`config.mk`:
```
export PLATFORM = sky130hd
export DESIGN_NAME = mapping_group
export DESIGN_NICKNAME = d
export VERILOG_FILES = /design/src/rtl/mapping_group_pkg.sv /design/src/rtl/mapping_group_thermo_decoder.sv /design/src/rtl/mapping_group.sv
export SDC_FILE = /design/constraint.sdc
export NUM_CORES = 1
export LEC_CHECK = 0
export BUFFER_PORTS_ARGS = -buffer_cell sky130_fd_sc_hd__buf_2
export CAP_MARGIN = 20
export CORE_MARGIN = 2
export CORE_UTILIZATION = 30
export DETAILED_ROUTE_END_ITERATION = 6
export HOLD_SLACK_MARGIN = 0.05
export PLACE_DENSITY_LB_ADDON = 0.2
export SYNTH_ARGS = -nofsm -noshare
export SYNTH_HDL_FRONTEND = slang
export SYNTH_SLANG_ARGS = --single-unit
```
`constraint.sdc`:
```
create_clock -name clk_i -period 6.6 [get_ports clk_i]
set_input_delay 1.32 -clock clk_i [delete_from_list [all_inputs] [get_ports clk_i]]
set_output_delay 1.32 -clock clk_i [all_outputs]
set_load 0.01 [all_outputs]
```
`src/rtl/mapping_group_pkg.sv`:
```
// Shared widths, mode encoding and shift helper for the mapping group datapath.
package mapping_group_pkg;

    localparam int LANES  = 4;
    localparam int LANE_W = 8;
    localparam int CODE_W = 2;
    localparam int ACC_W  = 32;
    localparam int CNT_W  = 2;
    localparam int PACK_W = LANES * CODE_W;
    localparam int SUM_W  = 2 * PACK_W;
    localparam int SHF_W  = 5;

    localparam logic MODE_RBR = 1'b0;
    localparam logic MODE_PAR = 1'b1;

    // Row-by-row steps the sum by one code (2 bits); parallel steps by two codes (4 bits).
    function automatic logic [SHF_W-1:0] shift_amount(input logic mode, input logic [CNT_W-1:0] cnt);
        return (mode == MODE_PAR) ? {1'b0, cnt, 2'b00} : {2'b00, cnt, 1'b0};
    endfunction

endpackage

```
`src/rtl/mapping_group_thermo_decoder.sv`:
```
// Thermometer lane decoder: number of zero bits in a byte, saturated at 3.
module thermo_decoder
    import mapping_group_pkg::*;
(
    input  logic [LANE_W-1:0] i_byte,
    output logic [CODE_W-1:0] o_code
);

    logic [3:0] w_zeros;

    // NOTE: every always_comb output gets a default first so no latch is inferred.
    always_comb begin
        w_zeros = '0;
        for (int i = 0; i < LANE_W; i++) begin
            w_zeros = w_zeros + {3'b000, ~i_byte[i]};
        end
        o_code = (w_zeros > 4'd3) ? {CODE_W{1'b1}} : w_zeros[CODE_W-1:0];
    end

endmodule

```
`src/rtl/mapping_group.sv`:
```
// Buffers thermometer lanes, decodes them into 2-bit codes, shift-accumulates the
// packed codes and emits (accumulator - zero point) on load.
module mapping_group
    import mapping_group_pkg::*;
(
    input  logic                    clk_i,
    input  logic                    rst_i,
    input  logic [LANES*LANE_W-1:0] output_i,
    input  logic                    buf_write_en_1_i,
    input  logic                    buf_write_en_2_i,
    input  logic                    buf_read_en_i,
    input  logic                    shift_counter_en_i,
    input  logic                    mode_i,
    input  logic                    accum_buf_write_i,
    input  logic                    zero_point_en_i,
    input  logic [ACC_W-1:0]        zero_point_i,
    input  logic                    load_en_i,
    output logic [ACC_W-1:0]        mapping_group_o
);

    logic [LANES*LANE_W-1:0] r_buf1;
    logic [LANES*LANE_W-1:0] r_buf2;
    logic [SUM_W-1:0]        r_sum;
    logic [ACC_W-1:0]        r_acc;
    logic [ACC_W-1:0]        r_zero_point;
    logic [ACC_W-1:0]        r_result;
    logic [CNT_W-1:0]        r_cnt;

    logic [PACK_W-1:0]       w_pack1;
    logic [PACK_W-1:0]       w_pack2;
    logic [ACC_W-1:0]        w_shifted;

    for (genvar k = 0; k < LANES; k++) begin : g_lane
        thermo_decoder u_dec1 (
            .i_byte (r_buf1[k*LANE_W +: LANE_W]),
            .o_code (w_pack1[k*CODE_W +: CODE_W])
        );
        thermo_decoder u_dec2 (
            .i_byte (r_buf2[k*LANE_W +: LANE_W]),
            .o_code (w_pack2[k*CODE_W +: CODE_W])
        );
    end

    assign w_shifted = {{(ACC_W-SUM_W){1'b0}}, r_sum} << shift_amount(mode_i, r_cnt);

    // NOTE: sequential state uses non-blocking assignments so all registers update from pre-edge values.
    always_ff @(posedge clk_i or posedge rst_i) begin
        if (rst_i) begin
            r_buf1       <= '0;
            r_buf2       <= '0;
            r_sum        <= '0;
            r_zero_point <= '0;
        end else begin
            if (buf_write_en_1_i) r_buf1 <= output_i;
            if (buf_write_en_2_i) r_buf2 <= output_i;
            if (zero_point_en_i)  r_zero_point <= zero_point_i;
            if (buf_read_en_i) begin
                r_sum <= (mode_i == MODE_PAR) ? {w_pack2, w_pack1} : {{PACK_W{1'b0}}, w_pack1};
            end
        end
    end

    // Load takes priority: it discards a concurrent add and counter step.
    always_ff @(posedge clk_i or posedge rst_i) begin
        if (rst_i) begin
            r_acc    <= '0;
            r_cnt    <= '0;
            r_result <= '0;
        end else if (load_en_i) begin
            r_result <= r_acc - r_zero_point;
            r_acc    <= '0;
            r_cnt    <= '0;
        end else begin
            if (accum_buf_write_i)  r_acc <= r_acc + w_shifted;
            if (shift_counter_en_i) r_cnt <= r_cnt + 1'b1;
        end
    end

    assign mapping_group_o = r_result;

endmodule

```
# == After elaboration in Yosys (flattened, before gate mapping) ==
# Cells that the tools add are included.
# totals
word_cells,155
regBits,178
in_bits,74
# op_classes
order_cmp,8
n_mux,14
addsub,59
reduce_logical,2
shift,1
bitwise,64
# ops
op,count
$add A4 B1 Y4,48
$mux W32,2
$not A1 Y1,64
$add A32 B32 Y32,1
$gt A4 B2 Y1 const B,8
$shl A16 B4 Y32,1
$sub A32 B32 Y32,1
$mux W2,10
$add A1 B1 Y2,8
$mux W16,1
$mux W4,1
$reduce_bool A2 Y1,2
$add A2 B1 Y2 const B,1

# == Longest topological paths before layout ==
# logic_depth
ltp_word,11
mapped_depth,19
depth_no_buf,17

# == By module ==
# Synthesis repeated with hierarchy kept, for this count alone.
# unflattened
cells_unflattened,1290
hier_area_um2,12298.0
# by_module_without_submodules
module,cells_per_inst,area_each_um2,n_inst
mapping_group,1098,10623.9,1
thermo_decoder at g_lane[1].u_dec1 ...,24,206.4,6
thermo_decoder at g_lane[0].u_dec1 ...,24,217.7,2

# == Worst setup path before layout ==
# OpenSTA, ideal clock, no wires.
# synth_path
kind,input to register
startpoint,input port mode_i
endpoint,register r_acc[26]
setup_time_ps,124
required_ps,6476
n_path_buf,1
arrival_ps,4528
stages,16
setup_slack_ps,1948
cell_sequence,mux2i_1 > buf_2 > mux2i_1 > nor2_1 > a21oi_1 > o22ai_1 > ha_1 > a21o_1 > a21oi_2 > a21oi_2 > o2bb2ai_2 > o21bai_4 > a41o_4 > a31oi_4 > nor4b_1 > a211o_1
# synth_via
elab_chain_len,5
# synth_lines
element,line_no,text
"start, declared",mapping_group.sv:13,"input logic mode_i,"
$mux W4,mapping_group_pkg.sv:18,"return (mode == MODE_PAR) ? {1'b0, cnt, 2'b00} : {2'b00, cnt, 1'b0};"
$shl A16 B4 Y32,mapping_group.sv:44,"assign w_shifted = {{(ACC_W-SUM_W){1'b0}}, r_sum} << shift_amount(mode_i, r_cnt);"
$add A32 B32 Y32,mapping_group.sv:74,if (accum_buf_write_i) r_acc <= r_acc + w_shifted;
$mux W32,mapping_group.sv:74,
$mux W32,mapping_group.sv:69,end else if (load_en_i) begin
"end signal, assigned",mapping_group.sv:74,
"end, declared",mapping_group.sv:24,logic [ACC_W-1:0] r_acc;
# No other way between the ends. The select of a mux whose other input is x is not followed.
# A chain may end at the register's enable or synchronous reset.

# == Worst setup path after layout ==
# layout_path
startpoint,input port mode_i
endpoint,register r_acc[27]
# Same word-level chain as after synthesis.

==> flow_summary.json <==
{
  "path_clk_slew_ps": 70,
  "place_area_um2": 13000,
  "routed_via_density": 4.80,
  "initial_utilization": 0.303,
  "port_buffers": 105,
  "fill_cells": 4123,
  "rows": 73,
  "wl_per_cell_um": 15.0,
  "die_area_um2": 41600,
  "overflow": 0,
  "first_iter_violations": 538,
  "preCtsSetupSlack_ps": 1550,
  "dp_cells": 1896,
  "core-area_um2": 39500,
  "yosysTopAreaCell": "dfrtp_1",
  "timing.fmax_mhz": 216,
  "hp-start": "mapping_group_o[0]",
  "rsz0062_at_grt": "false",
  "drtAntennaViolNets": 0,
  "ios": 106,
  "syn_area_um2": 12000,
  "ys_top_cells_by_count": "dfrtp_1 (178), nand2_1 (172), o21ai_0 (143)",
  "synth_seq_cells": 178,
  "clk_path_buf_depth": 2,
  "ctsHoldBuffers": 0,
  "p_per_area_nw_per_um2": 345,
  "ys_types": 79,
  "status": "finished, final reports clean",
  "stdcell_count": 1927,
  "timing.final.crit_share": 0.701,
  "reg2reg_depth": 17,
  "route.detailed.drc": 0,
  "final_cell_area_um2": 13600,
  "syn_to_final_growth_pct": 13.4,
  "firstDrtPassIters": 6,
  "cts_max_level": 4,
  "skew_ps": 12.3,
  "synth_top_area_share": 0.372,
  "die_y_um": 204,
  "vias": 9253,
  "synth_area_leaders": "dfrtp_1 (37%), ha_1 (9.3%), o21ai_0 (6.0%)",
  "synth-edff-count": 0,
  "grt_pass1_wl_mm": 48.3,
  "cts_tree": "yes",
  "hold_viol": 0,
  "drv_cap": 0,
  "die_w_um": 204,
  "r2r_end": "r_acc[27]",
  "cp.required_ps": 6900,
  "postSynthAreaPerCell_um2": 9.11,
  "finalSetupViolCount": 0,
  "ff2ff_setup_slack_ps": 2400,
  "grt_max_degree": 104,
  "synth-seq-area-share": 0.372,
  "worst_slew_pin_slew_ps": 1010,
  "arrival_ps": 4920,
  "post_cts_buffers": 0,
  "layout-drive-gt1-share": 0.144,
  "yosys_most_used_dff": "dfrtp_1",
  "min_path_cells": 2,
  "antenna_cells": 0,
  "min_period_ps": 4620,
  "synth_most_common_cell": "dfrtp_1",
  "cp-start-kind": "primary input",
  "min_to": "mapping_group_o[0]",
  "async_reset_ff_frac": 1.00,
  "timing.final.ws_setup_ps": 1980,
  "clk_latency_ps": 440,
  "cts_root_buffer": "clkbuf_16",
  "gp_congestion": 0.873,
  "r2r-start": "r_cnt[0]",
  "cts-resized-gates": 0,
  "cts_made_buffers": 17,
  "final_net_count": 1587,
  "numClockSinks": 178,
  "cp-end-kind": "register",
  "slew_headroom": 0.324,
  "fin_tns_setup_ps": 0,
  "p_leak_uw": 0.00654,
  "drt_wl_total_mm": 29.0,
  "grt_pass1_vias": 9152,
  "hp-class": "register to register",
  "groute.usage.overall": 0.145,
  "ir_drop_v": 0.000186,
  "path_max_fanout": 20,
  "seqCellArea_um2": 4450,
  "antenna_found_initial": 0,
  "place_hpwl_mm": 22.1,
  "yosys_warnings": 0,
  "postSynthCellCount": 1315,
  "multiInputGateArea_um2": 6780,
  "crit_type": "primary input to register",
  "drv_slew": 0
}
==> per-layer routing <==
layer,track usage,vias to the layer above,part of all wire
li1,-,4666,-
met1,0.208,4377,0.51
met2,0.222,191,0.43
met3,0.0300,19,0.042
met4,0.0365,0,0.014
met5,0,-,0
==> worst max-delay path: stages <==
cell and delay (ps):
buf_2 310, mux2i_1 230, buf_4 260, mux2i_1 350, nor2b_1 90, a21oi_1 140, a21oi_1 110, ha_1 420
and4_1 230, and3_2 210, nor3b_1 130, a32oi_1 380, nand2_1 160, a31o_2 230, xor2_1 140, mux2i_1 140
nor2_1 60
==> report_power, final <==
group	switching (uW)	internal, uW
registers	175	1310
clock network	430	644
logic	1210	919
==> worst max path at each step <==
stage,start,endpoint,slack (ps),cells past startpoint
final,mode_i,r_acc[27],1980,17
after global routing,mode_i,r_acc[24],1600,17
after CTS,mode_i,r_acc[30],2020,16
after detailed placement,mode_i,r_acc[30],1550,16
after global placement,mode_i,r_acc[27],1590,16
after floorplan,rst_i,mapping_group_o[0],450,1
==> flip-flops by register name, indices dropped and copies added (netlist names) <==
register / count
mapping_group_o: 32
r_acc: 32
r_buf1: 32
r_buf2: 32
r_zero_point: 32
r_sum: 16
r_cnt: 2
==> placed cells by master, fill, tap and decap left out, types with 15 or more instances in the layout <==
master     Yosys  layout
mux2_2        33      33
fa_1          34      34
buf_2          3     105
xor2_1        21      21
ha_1          89      89
a21oi_1       89      89
o21ai_0      143     143
nor2_1        71      71
dfrtp_1      178     178
mux2i_1       28      28
nand2_1      172     172
inv_1        133     132
clkbuf_16      0      17
a21o_1        27      27
nor2b_1       15      15
nand3_1       21      21
xnor2_1       30      30
==> per-stage QoR <==
stage | hold slack, ps | power (uW) | utilization
after floorplan | 484 | 3090 | -
after global placement | 467 | 3640 | 0.328
after detailed placement | 477 | 3650 | 0.328
after CTS | 495 | 4750 | 0.343
after global routing | 520 | 5100 | 0.343
final | 489 | 4690 | 0.343
==> cells by family (layout without fill, tap and decap cells) <==
group | count (synthesis) | count (layout) | synth area share
DFF | 178 | 178 | 0.372
buffers and inverters | 189 | 275 | 0.0632
and+or+nand+nor | 349 | 349 | 0.132
AOI/OAI and AO/OA | 362 | 362 | 0.189
muxes | 62 | 62 | 0.0563
xor gates and xnor gates | 51 | 51 | 0.0373
adders and majority gates | 123 | 123 | 0.150
other | 1 | 2 | 0.000313
==> cell type report <==
cell class / instances / area share
flip-flops and latches: 178 / 0.328
multi-input cells: 949 / 0.499
clock buffers: 23 / 0.0367
repair buffers: 111 / 0.0420
well taps: 525 / 0.0484
inverters: 133 / 0.0371
clock inverters: 8 / 0.00921
Note: power is estimated with default switching activity, not from simulation.
